<file path="config.mk">
export PLATFORM = sky130hd
export DESIGN_NAME = lu_sequencer
export DESIGN_NICKNAME = d
export VERILOG_FILES = /design/src/rtl/lu_sequencer.sv
export SDC_FILE = /design/constraint.sdc
export NUM_CORES = 1
export LEC_CHECK = 0
export ABC_AREA = 1
export CORE_ASPECT_RATIO = 0.9
export CORE_UTILIZATION = 41
export CTS_CLUSTER_SIZE = 16
export DETAILED_ROUTE_END_ITERATION = 8
export PLACE_DENSITY = 0.72
export SLEW_MARGIN = 5
export SYNTH_ARGS = -nofsm -noshare
export SYNTH_HDL_FRONTEND = slang
export SYNTH_SLANG_ARGS = --single-unit
</file>
<file path="constraint.sdc">
create_clock -name clk -period 1.7 [get_ports clk]
set_clock_uncertainty 0.2 [all_clocks]
set_input_delay 0.34 -clock clk [delete_from_list [all_inputs] [get_ports clk]]
set_output_delay 0.34 -clock clk [all_outputs]
set_load 0.02 [all_outputs]
</file>
<file path="src/rtl/lu_sequencer.sv">
// Initiator-side controller for a bitwise logic unit: takes one operand pair,
// steps the LU through NOR/OR/XOR/XNOR and returns the four results as one word.
module lu_sequencer #(
  parameter int WIDTH = 1
) (
  input  logic                 clk,
  input  logic                 rst_n,
  input  logic                 in_valid,
  output logic                 in_ready,
  input  logic [WIDTH-1:0]     in_a,
  input  logic [WIDTH-1:0]     in_b,
  output logic [WIDTH-1:0]     lu_a,
  output logic [WIDTH-1:0]     lu_b,
  output logic [1:0]           lu_op,
  input  logic [WIDTH-1:0]     lu_res,
  output logic                 out_valid,
  input  logic                 out_ready,
  output logic [4*WIDTH-1:0]   out_data,
  output logic                 out_err
);

  typedef enum logic [1:0] {
    IDLE = 2'd0,
    RUN  = 2'd1,
    DONE = 2'd2
  } state_t;

  state_t             state, state_nx;
  logic [1:0]         opcnt;
  logic [WIDTH-1:0]   op_a, op_b;
  logic [4*WIDTH-1:0] res, res_nx;
  logic               err, err_nx;
  logic [WIDTH-1:0]   s_nor, s_or, s_xor, s_xnor;

  // NOTE: sequential state uses non-blocking assignments only, so every
  // register samples the pre-edge values regardless of process ordering.
  always_ff @(posedge clk) begin
    if (!rst_n) state <= IDLE;
    else        state <= state_nx;
  end

  // NOTE: the default is assigned first so no path leaves state_nx unassigned,
  // which would otherwise infer a latch.
  always_comb begin
    state_nx = state;
    unique case (state)
      IDLE:    if (in_valid)     state_nx = RUN;
      RUN:     if (opcnt == 2'd3) state_nx = DONE;
      DONE:    if (out_ready)    state_nx = IDLE;
      default:                   state_nx = IDLE;
    endcase
  end

  // Result word as it will look after this edge's capture; the consistency
  // flag is derived from it so slot 3 is included when entering DONE.
  always_comb begin
    res_nx = res;
    res_nx[opcnt*WIDTH +: WIDTH] = lu_res;
    s_nor  = res_nx[0*WIDTH +: WIDTH];
    s_or   = res_nx[1*WIDTH +: WIDTH];
    s_xor  = res_nx[2*WIDTH +: WIDTH];
    s_xnor = res_nx[3*WIDTH +: WIDTH];
    err_nx = |((s_nor ^ ~s_or) | (s_xnor ^ ~s_xor));
  end

  always_ff @(posedge clk) begin
    if (!rst_n) begin
      opcnt <= 2'd0;
      op_a  <= '0;
      op_b  <= '0;
      res   <= '0;
      err   <= 1'b0;
    end else begin
      unique case (state)
        IDLE: begin
          if (in_valid) begin
            op_a  <= in_a;
            op_b  <= in_b;
            opcnt <= 2'd0;
          end
        end
        RUN: begin
          res   <= res_nx;
          opcnt <= opcnt + 2'd1;
          if (opcnt == 2'd3) err <= err_nx;
        end
        default: ;
      endcase
    end
  end

  // in_ready is gated by rst_n so it reads low for the whole reset window.
  assign in_ready  = rst_n && (state == IDLE);
  assign out_valid = (state == DONE);
  assign lu_op     = (state == RUN) ? opcnt : 2'b00;
  assign lu_a      = op_a;
  assign lu_b      = op_b;
  assign out_data  = res;
  assign out_err   = err;

endmodule

</file>
### Word-level counts from Yosys, hierarchy flattened

Index checks and enable logic that the tools add are counted.

| word-level totals | value |
|---|---|
| flip-flop bits (word level) | 11 |
| input bits | 7 |
| word-level logic and storage cells | 36 |

| cells by class | value |
|---|---|
| add/subtract/negate cells | 2 |
| equality and inequality tests | 6 |
| shift-type cells | 2 |
| multiplexer cells | 8 |
| bitwise logic cells | 5 |
| reduce and logical (&&, ||, !) cells | 7 |

Operator list:

| operator | count |
|---|---|
| $neg A2 Y34 | 1 |
| $shift A1 B34 Y4 const A | 1 |
| $shiftx A1 B34 Y4 | 1 |
| $mux W2 | 5 |
| $pmux W2 S3 | 1 |
| $reduce_and A2 Y1 | 3 |
| $bwmux W4 | 1 |
| $eq A2 B2 Y1 const B | 2 |
| $ne A2 B2 Y1 const B | 2 |
| $pmux W2 S2 | 1 |
| $reduce_and A3 Y1 | 1 |
| $add A2 B1 Y2 const B | 1 |
| $eq A2 B1 Y1 const B | 1 |
| $logic_not A2 Y1 | 1 |
| $ne A2 B1 Y1 const B | 1 |
| $not A1 Y1 | 2 |
| $reduce_bool A2 Y1 | 1 |
| $xor A1 B1 Y1 | 2 |
| $logic_and A1 B1 Y1 | 1 |
| $or A1 B1 Y1 | 1 |

### Logic depth before layout (Yosys ltp)

| logic depth | value |
|---|---|
| word-level depth | 6 |
| mapped depth | 10 |

### Worst setup path after synthesis

OpenSTA, ideal clock, no wires.

| timing | value |
|---|---|
| path type | flip-flop to flip-flop |
| from | register opcnt[0] |
| to | register err (netlist: out_err) |
| library setup time | 0.117 ns |
| data arrival time | 1.302 ns |
| required time | 1.383 ns |
| setup slack | 0.081 ns |
| cell stages (with the launch flop) | 9 |
| buffers on the path | 0 |
| clock period less this slack | 1.619 ns |
| cells stage by stage | dfxtp_1 -> inv_2 -> ha_1 -> nor2_1 -> a21boi_2 -> nand2_1 -> nand3_1 -> nor2_1 -> nor2_1 |

| on the way | value |
|---|---|
| word-level cells in the longest chain between the ends | 6 |
| elaborated cells on any way between the ends | 11 |
| those cells by class | add/sub (1); eq/ne (1); shift (2); mux (1); bitwise (5); reduce/logical (1) |

RTL lines:

| what | RTL line | text |
|---|---|---|
| from (decl) | 29 | `logic [1:0] opcnt;` |
| from (signal assigned) | 84 | `opcnt <= opcnt + 2'd1;` |
| $neg A2 Y34 | 58 | `res_nx[opcnt*WIDTH +: WIDTH] = lu_res;` |
| $shiftx A1 B34 Y4 or $shift A1 B34 Y4 (tied branches) | 58 |  |
| $bwmux W4 | 58 |  |
| $not A1 Y1 | 63 | `err_nx = \|((s_nor ^ ~s_or) \| (s_xnor ^ ~s_xor));` |
| $xor A1 B1 Y1 | 63 |  |
| $or A1 B1 Y1 | 63 |  |
| to (signal assigned) | 85 | `if (opcnt == 2'd3) err <= err_nx;` |
| to (decl) | 32 | `logic err, err_nx;` |

Parallel ways exist; a longest one is shown, timed or not.
A chain may end at the register's enable or synchronous reset.

### Final worst setup path

| timing | value |
|---|---|
| from | register state[1] |
| to | output port lu_op[0] |

| on the way | value |
|---|---|
| word-level cells in the longest chain between the ends | 2 |

RTL lines:

| what | RTL line | text |
|---|---|---|
| from (decl) | 28 | `state_t state, state_nx;` |
| from (signal assigned) | 39 | `else state <= state_nx;` |
| $eq A2 B1 Y1 | 95 | `assign lu_op = (state == RUN) ? opcnt : 2'b00;` |
| $mux W2 | 95 |  |
| to (decl) | 14 | `output logic [1:0] lu_op,` |

Every way passes these cells.

==> reports/qor.txt <==
status - finished clean
RD Place Congestion - 0.7793
hold buffers post-CTS - 0
commonest non-fill, non-tap cell in the layout - nor2_1
nets - 144
Slowest-stage cell, CP - dfxtp_1
Pre-antenna DRT Iters - 4
CP required - 1.16 ns
Power Density - 695.9 nW/um2
minimum clock period - 1.627 ns
Yosys top cell area share - 0.3333
sequential area share after synthesis - 0.3333
first-pass GRT wire length - 2311 um
Synth area leaders - dfxtp_1 33%, nor2_1 13%, inv_1 9.7%, ha_1 9.5%, nand2_1 9.1%
Core Util, Final - 0.6484
yosys warns - 0
area grow syn2layout - 45.27%
register bit total from synthesis - 11
Critical Path Start - state[1]
Largest delay share family, worst path - flip-flops
Final setup viols - 0
fin crit share - 0.9573
Post-DP HPWL - 1220 um
Bufs and invs on worst path - 2
Syn Inst Count - 100
clk buf depth - 2
HP Class - input pin to register
crit-path cells - inv_1 -> nand2_1 -> nor2_2 -> buf_4
worst vdd ir - 0.4576 mV
Syn Area/Cell - 6.606 um2
Avg WL per Cell - 10.42 um
worst hold start - rst_n
Die ar. - 1776 um2
Worst-path clk slew - 0.08 ns
RR Startpoint - opcnt[1]
die width - 44.31 um
Slew HR - 0.8441
worst-path maximum fanout - 3
Residual DRC - 0
initial core utilization - 0.4463
fmax - 614.4 MHz
Slew Viols, Final - 0
final wirelength - 1595 um
TNS Setup - 0 ns
syn_nets - 112
Skew-Pair Late Insertion Delay - 0.28 ns
row cnt - 13
Arr. time, crit path - 1.09 ns
synth unique cells - 17
unrepaired setup endpoints after global routing - yes
DRT iter0 DRCs - 9
Die Y - 40.08 um
GRT overflow - 0
Vias per Instance - 4.588
clk sink count - 11
pin count of the biggest net entering global routing - 10
area of the core - 1480 um2
Max stage delay on crit path - 0.33 ns
layout cells sized above 1 - 0.2061
vias after detailed routing - 702
CP endpoint kind - primary output
Leak - 0.5138 nW
Port Buffers - 17
mapped cell area - 660.6 um2
TritonCTS clock tree - built
# diodes - 0
design area - 959.7 um2
Routed Antenna Nets - 0
initial antenna violation count - 0
most frequent cells in the layout - 21 x nor2_1, 17 x inv_1, 16 x nand2_1
Hold Vio Cnt, Final - 0
cell taking the most area after synthesis - dfxtp_1
Setup crit start kind - register
Max-cap violations - 0
H-tree Lvls - 1
Root Driver - clkbuf_4
critical path class - register to primary output
clock buffer count from CTS - 3
# IOs - 18
Total GRT Usage - 0.1930
vias in the first global route - 543
Slew @ Worst Pin - 0.2330 ns
dpl cell area - 933.4 um2
Post-CTS Setup Repair Bufs - 0
-- cells in the mapped netlist --
master    number
o211ai_1       1
o22ai_1        1
inv_2          2
nand3_1        5
o21a_1         1
a21boi_2       1
o22ai_2        1
nand2_4        1
a21oi_1        6
buf_4          1
inv_1         17
nor3_1         3
o21ai_0        6
ha_1           5
dfxtp_1       11
nor2_1        22
nand2_1       16
-- cells by family (layout without fill, tap and decap cells) --
kind of cell / Yosys count / count (layout) / synth area share
flip-flops: 11 / 11 / 0.3333
AO/OA/AOI/OAI: 17 / 17 / 0.1591
adder cells (fa/ha/maj): 5 / 5 / 0.09470
buffers and inverters: 20 / 51 / 0.1193
AND/OR/NAND/NOR: 47 / 47 / 0.2936
-- worst min-delay path, delay by kind of cell --
kind / cells / cell delay [ns]
AOI/OAI and AO/OA: 1 / 0.11
buffers and inverters: 2 / 0.25
-- path summary, 6_finish.rpt --
path,slack (ns),cells after the start,end
max reg2reg,0.13,10,out_err
min reg2reg,0.30,2,lu_b
min,0.24,3,state[1]
max,0.07,4,lu_op[0]
-- registers in the layout (all words and copies together), names as in the netlist --
| register | flops |
|---|---|
| out_data | 4 |
| opcnt | 2 |
| state | 2 |
| lu_a | 1 |
| lu_b | 1 |
| out_err | 1 |
-- routing by layer --
layer	GRT usage	routed length [um]	vias to the layer above
met3	0.06757	78	4
li1	-	-	376
met2	0.2978	746	18
met1	0.2347	741	304
met4	0.1136	28	0
met5	0	0	-
-- final cells by class --
cell class,instances,area (um2)
fill,137,520.5
tap,22,27.53
clock buffer,3,22.52
timing repair buffer,28,231.5
clock inverter,1,5.005
sequential,11,220.2
inverter,19,71.32
multi-input combinational,69,381.6
-- power by group --
part	internal (mW)	switching [mW]	leakage, nW
clock network	0.0875	0.102	0.0177
registers	0.275	0.00881	0.0903
logic	0.0840	0.111	0.406
-- per-stage QoR --
stage | setup WS, ns | power [mW] | cells | hold WS [ns]
after floorplan | 0.08054 | 0.4033 | 100 | 0.2577
after global placement | -0.4388 | 0.4835 | 149 | 0.2670
after detailed placement | -0.4660 | 0.4875 | 149 | 0.2885
after CTS | -0.01777 | 0.6694 | 153 | 0.2992
after global routing | 0.002582 | 0.7129 | 153 | 0.2633
final | 0.07252 | 0.6678 | 153 | 0.2418
-- repair_timing --
| item | CTS | global route |
|---|---|---|
| gates resized for setup | 24 | 6 |
| pin swaps | 0 | 0 |
| hold endpoints to repair | 0 | 0 |
| setup endpoints to repair | 11 | 4 |
| cloned | 0 | 0 |
(Power assumes the default switching activity.)
